`src/rtl/add8u_share_sched.sv`:
```
// add8u_share_sched: round-robin time-sharing of one external 8u adder among NREQ requesters.
// Defining ADD8U_SCHED_ERRCHK_EN adds an exact-adder checker driving rsp_err/err_cnt.
module add8u_share_sched #(
  parameter int NREQ = 4,
  parameter int IDW  = $clog2(NREQ)
) (
  input  logic              clk,
  input  logic              rst_n,
  input  logic [NREQ-1:0]   req_valid,
  output logic [NREQ-1:0]   req_ready,
  input  logic [8*NREQ-1:0] req_a,
  input  logic [8*NREQ-1:0] req_b,
  output logic [7:0]        add_a,
  output logic [7:0]        add_b,
  input  logic [8:0]        add_o,
  output logic              rsp_valid,
  input  logic              rsp_ready,
  output logic [8:0]        rsp_data,
  output logic [IDW-1:0]    rsp_id,
  output logic              rsp_err,
  output logic [15:0]       err_cnt
);
  logic           s1_v, s2_adv, s1_free, found, acc;
  logic [IDW-1:0] s1_id, ptr, win;
  // scan downward so the lowest offset from ptr is the one left standing
  always_comb begin
    found = 1'b0;
    win = '0;
    for (int k = NREQ - 1; k >= 0; k--)
      if (req_valid[(int'(ptr) + k) % NREQ]) begin
        found = 1'b1;
        win = IDW'((int'(ptr) + k) % NREQ);
      end
  end
  assign s2_adv    = !rsp_valid | rsp_ready;
  assign s1_free   = !s1_v | s2_adv;
  assign acc       = rst_n & found & s1_free;
  assign req_ready = acc ? NREQ'(1) << win : '0;
  always_ff @(posedge clk or negedge rst_n) begin
    if (!rst_n) begin
      s1_v <= 1'b0;
      s1_id <= '0;
      ptr <= '0;
      add_a <= '0;
      add_b <= '0;
      rsp_valid <= 1'b0;
      rsp_data <= '0;
      rsp_id <= '0;
    end else begin
      if (acc) begin
        add_a <= req_a[8*win +: 8];
        add_b <= req_b[8*win +: 8];
        s1_id <= win;
        s1_v <= 1'b1;
        ptr <= (int'(win) == NREQ - 1) ? '0 : win + 1'b1;
      end else if (s1_free) begin
        s1_v <= 1'b0;
      end
      if (s2_adv) begin
        rsp_valid <= s1_v;
        if (s1_v) begin
          rsp_data <= add_o;
          rsp_id <= s1_id;
        end
      end
    end
  end
`ifdef ADD8U_SCHED_ERRCHK_EN
  logic [8:0] exact;
  assign exact = {1'b0, add_a} + {1'b0, add_b};
  always_ff @(posedge clk or negedge rst_n) begin
    if (!rst_n) begin
      rsp_err <= 1'b0;
      err_cnt <= '0;
    end else if (s2_adv & s1_v) begin
      rsp_err <= add_o != exact;
      if (add_o != exact && err_cnt != 16'hFFFF) err_cnt <= err_cnt + 1'b1;
    end
  end
`else
  assign rsp_err = 1'b0;
  assign err_cnt = '0;
`endif
endmodule

```
`config.mk`:
```
export PLATFORM = sky130hd
export DESIGN_NAME = add8u_share_sched
export DESIGN_NICKNAME = d
export VERILOG_FILES = /design/src/rtl/add8u_share_sched.sv
export SDC_FILE = /design/constraint.sdc
export NUM_CORES = 1
export LEC_CHECK = 0
export CAP_MARGIN = 40
export CELL_PAD_IN_SITES_DETAIL_PLACEMENT = 1
export CELL_PAD_IN_SITES_GLOBAL_PLACEMENT = 1
export CORE_AREA = 2 2 67 116
export CTS_CLUSTER_DIAMETER = 30
export CTS_CLUSTER_SIZE = 30
export DETAILED_ROUTE_END_ITERATION = 8
export DIE_AREA = 0 0 69 118
export PLACE_DENSITY_LB_ADDON = 0.1
export SLEW_MARGIN = 20
export SYNTH_ARGS = -nofsm -noshare
export SYNTH_HDL_FRONTEND = slang
export SYNTH_SLANG_ARGS = --single-unit
```
`constraint.sdc`:
```
create_clock -name clk -period 4.6 [get_ports clk]
set_input_delay 0.92 -clock clk [delete_from_list [all_inputs] [get_ports clk]]
set_output_delay 0.92 -clock clk [all_outputs]
set_load 0.02 [all_outputs]
```
; Yosys cells after proc, flatten, opt, wreduce, memory -nomap -nowiden
; Index checks and enable logic that the tools add are counted.
; Widths: inputs -> output; s select.
[classes]
reduce_logical = 7
n_lt_le_gt_ge = 4
mux = 23
n_bitwise = 7
eq_ne = 1
addsub = 4
n_shift = 3
[op_table]
columns = op, n
row1 = $shiftx 32x6->8, 2
row2 = $mux 1, 13
row3 = $lt 3x4->1 const B, 3
row4 = $mux 2, 5
row5 = $bmux 1 s2, 4
row6 = $reduce_or 2->1, 3
row7 = $add 2x1->2 const B, 2
row8 = $add 2x2->2 const B, 2
row9 = $mux 4, 1
row10 = $shl 1x2->4 const A, 1
row11 = $and 1x1->1 const A, 3
row12 = $lt 2x3->1 const B, 1
row13 = $and 1x1->1, 2
row14 = $eq 2x1->1 const B, 1
row15 = $logic_not 1->1, 2
row16 = $or 1x1->1, 2
row17 = $reduce_and 2->1, 1
row18 = $reduce_bool 2->1, 1
[word_totals]
elab_cells = 57
out_inout_bits = 49
regBits = 33

; Longest topological paths before layout
[logic_depth]
depth_word = 13
ltp_mapped = 7
depth_no_buf = 5

; Least setup slack after synthesis
; No wires, ideal clock.
[synth_timing]
path_kind = input port to output port
start = input req_valid[2]
end = output req_ready[0]
n_path_buf = 2
t_arrival_ps = 2290
cell_stages = 7
slack_ps = 1390
cell_sequence = nor2b_1 > a21boi_1 > o32a_4 > or2_1 > buf_6 > buf_8 > nor2_1
[synth_between]
elab_chain_cells = 10
elab_cells_between_ends = 23
cone_classes = shift: 1 / mux: 20 / bitwise: 2
[synth_lines]
columns = element, line_no
row1 = from (decl), 9  ; input logic [NREQ-1:0] req_valid,
row2 = $bmux 1 s2, 30  ; if (req_valid[(int'(ptr) + k) % NREQ]) begin
row3 = $mux 1 (implied by the code) (2 in a row), 30
row4 = $mux 1 (4 in a row), 30
row5 = $and 1x1->1 (2 in a row), 37  ; assign acc = rst_n & found & s1_free;
row6 = $mux 4 *, 38  ; assign req_ready = acc ? NREQ'(1) << win : '0;
row7 = to (decl), 10  ; output logic [NREQ-1:0] req_ready,
; Every way passes the cells marked *; elsewhere a longest branch is shown, timed or not. The select of a mux whose other input is x is not followed.

; Worst setup path after layout
[layout_timing]
start = input req_valid[1]
end = output req_ready[1]
; Same word-level chain as after synthesis.

==> flow_summary.ini <==
[run_status]
status = finished clean

[sta]
finalSetupTns_ns = 0
skew_ns = 0.00395
fin_crit_sh = 0.849
clock.fmax_mhz = 256
min_period_ns = 3.91
slew_headroom = 0.603
worst_pin_slew_ns = 0.591
finalSetupViolations = 0
slew_violations = 0
hold_viol_final = 0
rsz0062_at_grt = no

[grt]
grt_pass1_wl_microns = 9720
track_usage = 0.151
antenna_found_initial = 0
grt_max_degree = 35
grt-ovfl-total = 0
grt_pass1_vias = 1894

[synthesis]
synthArstFlopShare = 1.00
synth_edf_count = 0
synth_cells = 171
synth_top_family_by_area = multiplexers
synth_xor_area_frac = 0.00447
yosys_warnings = 0
yosysTopAreaCellShare = 0.421
synthAdderAreaFrac = 0
post-synth-top-count-cell = dfrtp_1
synth.area.top_cells = dfrtp_1 42%, mux2i_1 16%, buf_4 8.0%
synthesis.area_sq_um = 1960
netlist_top_cells_count = 33 x dfrtp_1, 32 x mux2i_1, 23 x nand2_1, 21 x buf_4, 12 x mux2_2
synthFlopType = dfrtp_1
muxShareOfSynthArea = 0.232
synth_compound_area_frac = 0.128
synth.avg_cell_area_sq_um = 11.5
synth_area_leader_cell = dfrtp_1
yosys.area_share.simple = 0.107
ys_seq_area_frac = 0.421
ys_types = 30
synth-seq-cells = 33

[floorplanning]
rows = 41
pin_count = 129
core_area_sq_um = 7180
die_h_microns = 118
die_area_sq_um = 8140
initial_core_util = 0.273
die_w_microns = 69

[clock_tree]
root_buffer = clkbuf_16
cts_tree = built
cts_resized = 0
clock_latency_ns = 0.27
postCtsHoldBufs = 0
cts.sinks = 33
cts_max_level = 2
cts.path.max_buffers = 2
post_cts_buffers = 0
path_clk_slew_ns = 0.05
cts_buffers = 5

[flow_run]
cap_violations = 0

[cells_and_area]
nFillCells = 792
drive_gt1_frac = 0.137
multiInputGateArea_sq_um = 1000
fin_area_sq_um = 3260
final_cells = 370
nets = 363
regArea_sq_um = 826
antennaDiodeCount = 0
area_growth_pct = 66.2

[critical_path]
path_max_fanout = 4
cp.required_ns = 3.68
regToRegStartpoint = ptr[0]
crit_arrival_ns = 2.99
critPathKind = in2out
startpoint = req_valid[1]
r2r_end = add_a[1]
endpoint = req_ready[1]
reg2reg_depth = 6
critPathCaptureType = output pin
cp-start-kind = input port
r2r_setup_slack_ns = 2.57

[route]
via_per_inst = 4.64
wire_per_inst_microns = 15.8
drt_pass1_iterations = 4
finalWirelength_microns = 5840
dr_total_vias = 1715
drt-initial-drc-count = 64
ant_nets = 0
drc_errors = 0

[placement]
dp_hpwl_microns = 4690
dp_cells = 362
placed_area_sq_um = 3080
place_congestion = 0.680
io_buffers = 111

[power_and_ir_drop]
swShare = 0.354
leakagePower_nw = 1.42
p_switching_mw = 0.597
power_frac_comb = 0.497
vdd_drop_max_mv = 0.261
p_int_mw = 1.09
p_seq_frac = 0.272
p_per_area_nw_per_um2 = 517
clock_power_share = 0.231

[min_path]
min_from = s1_id[1]
hp-class = reg2reg
==> critical path: stages <==
cell	delay, ns
clkdlybuf4s50_1	0.53
nor2b_1	0.08
a21boi_1	0.14
o32a_4	0.35
or2_1	0.27
nor2_1	0.10
clkdlybuf4s50_1	0.61
==> stage by stage <==
step           worst slack [ns]   util  hold WS, ns  power (mW)
2_1_floorplan              1.39      -        0.443       0.974
3_3_place_gp              0.688  0.429        0.456        1.31
3_5_place_dp              0.648  0.429        0.468        1.32
4_1_cts                   0.653  0.453        0.482        1.72
5_1_grt                   0.590  0.453        0.498        1.79
6_report                  0.694  0.453        0.473        1.68
==> worst min-delay path by stage <==
stage	to	slack, ns	cells past startpoint
after floorplan	s1_id[1]	0.44	2
after global placement	s1_id[1]	0.46	2
after detailed placement	s1_id[1]	0.47	2
after CTS	s1_id[1]	0.48	2
after global routing	s1_id[0]	0.50	2
final	s1_id[1]	0.47	2
==> cells by family after synthesis <==
family,Yosys count
AOI/OAI and AO/OA,23
xor gates and xnor gates,1
buffers and inverters,28
DFF,33
muxes,44
other,1
and+or+nand+nor,41
==> power groups by stage <==
stage	combinational (mW)	sequential (mW)	clock, mW
CTS	0.858	0.461	0.397
finish	0.837	0.459	0.389
detailed placement	0.857	0.463	0
global route	0.901	0.477	0.411
global placement	0.851	0.460	0
floorplan	0.403	0.571	0
==> flip-flops by register name, summed over array words and instances (netlist names) <==
| name | count |
|---|---|
| rsp_id | 2 |
| s1_id | 2 |
| ptr | 2 |
| rsp_valid | 1 |
| add_a | 8 |
| add_b | 8 |
| rsp_data | 9 |
| s1_v | 1 |
==> layout make-up <==
class | count | area share
Clock buffer | 7 | 0.0438
Inverter | 1 | 0.00115
Sequential cell | 33 | 0.254
Tap cell | 86 | 0.0330
Clock inverter | 1 | 0.00922
Timing Repair Buffer | 116 | 0.351
Multi-Input combinational cell | 126 | 0.308
==> cells in the final DEF (no fill, tap or decap), types with 2 or more instances in the layout <==
cell type / instances
clkdlybuf4s50_1: 110
dfrtp_1: 33
mux2i_1: 32
nand2_1: 23
conb_1: 17
mux2_2: 12
o221ai_2: 8
o221ai_1: 8
nor2_1: 6
clkbuf_16: 5
buf_4: 5
or2_1: 2
nor2b_1: 2
nand2b_1: 2
o21ai_0: 2
==> per-layer routing <==
layer  GRT usage  wire, microns  vias to the layer above  part of all wire
met5           0              0                        -                 0
met4      0.0551            103                        0             0.018
met1       0.156           2080                      821              0.36
li1            -              -                      809                 -
met2       0.288           3320                       78              0.57
met3      0.0334            335                        7             0.057
(Power assumes the default switching activity.)
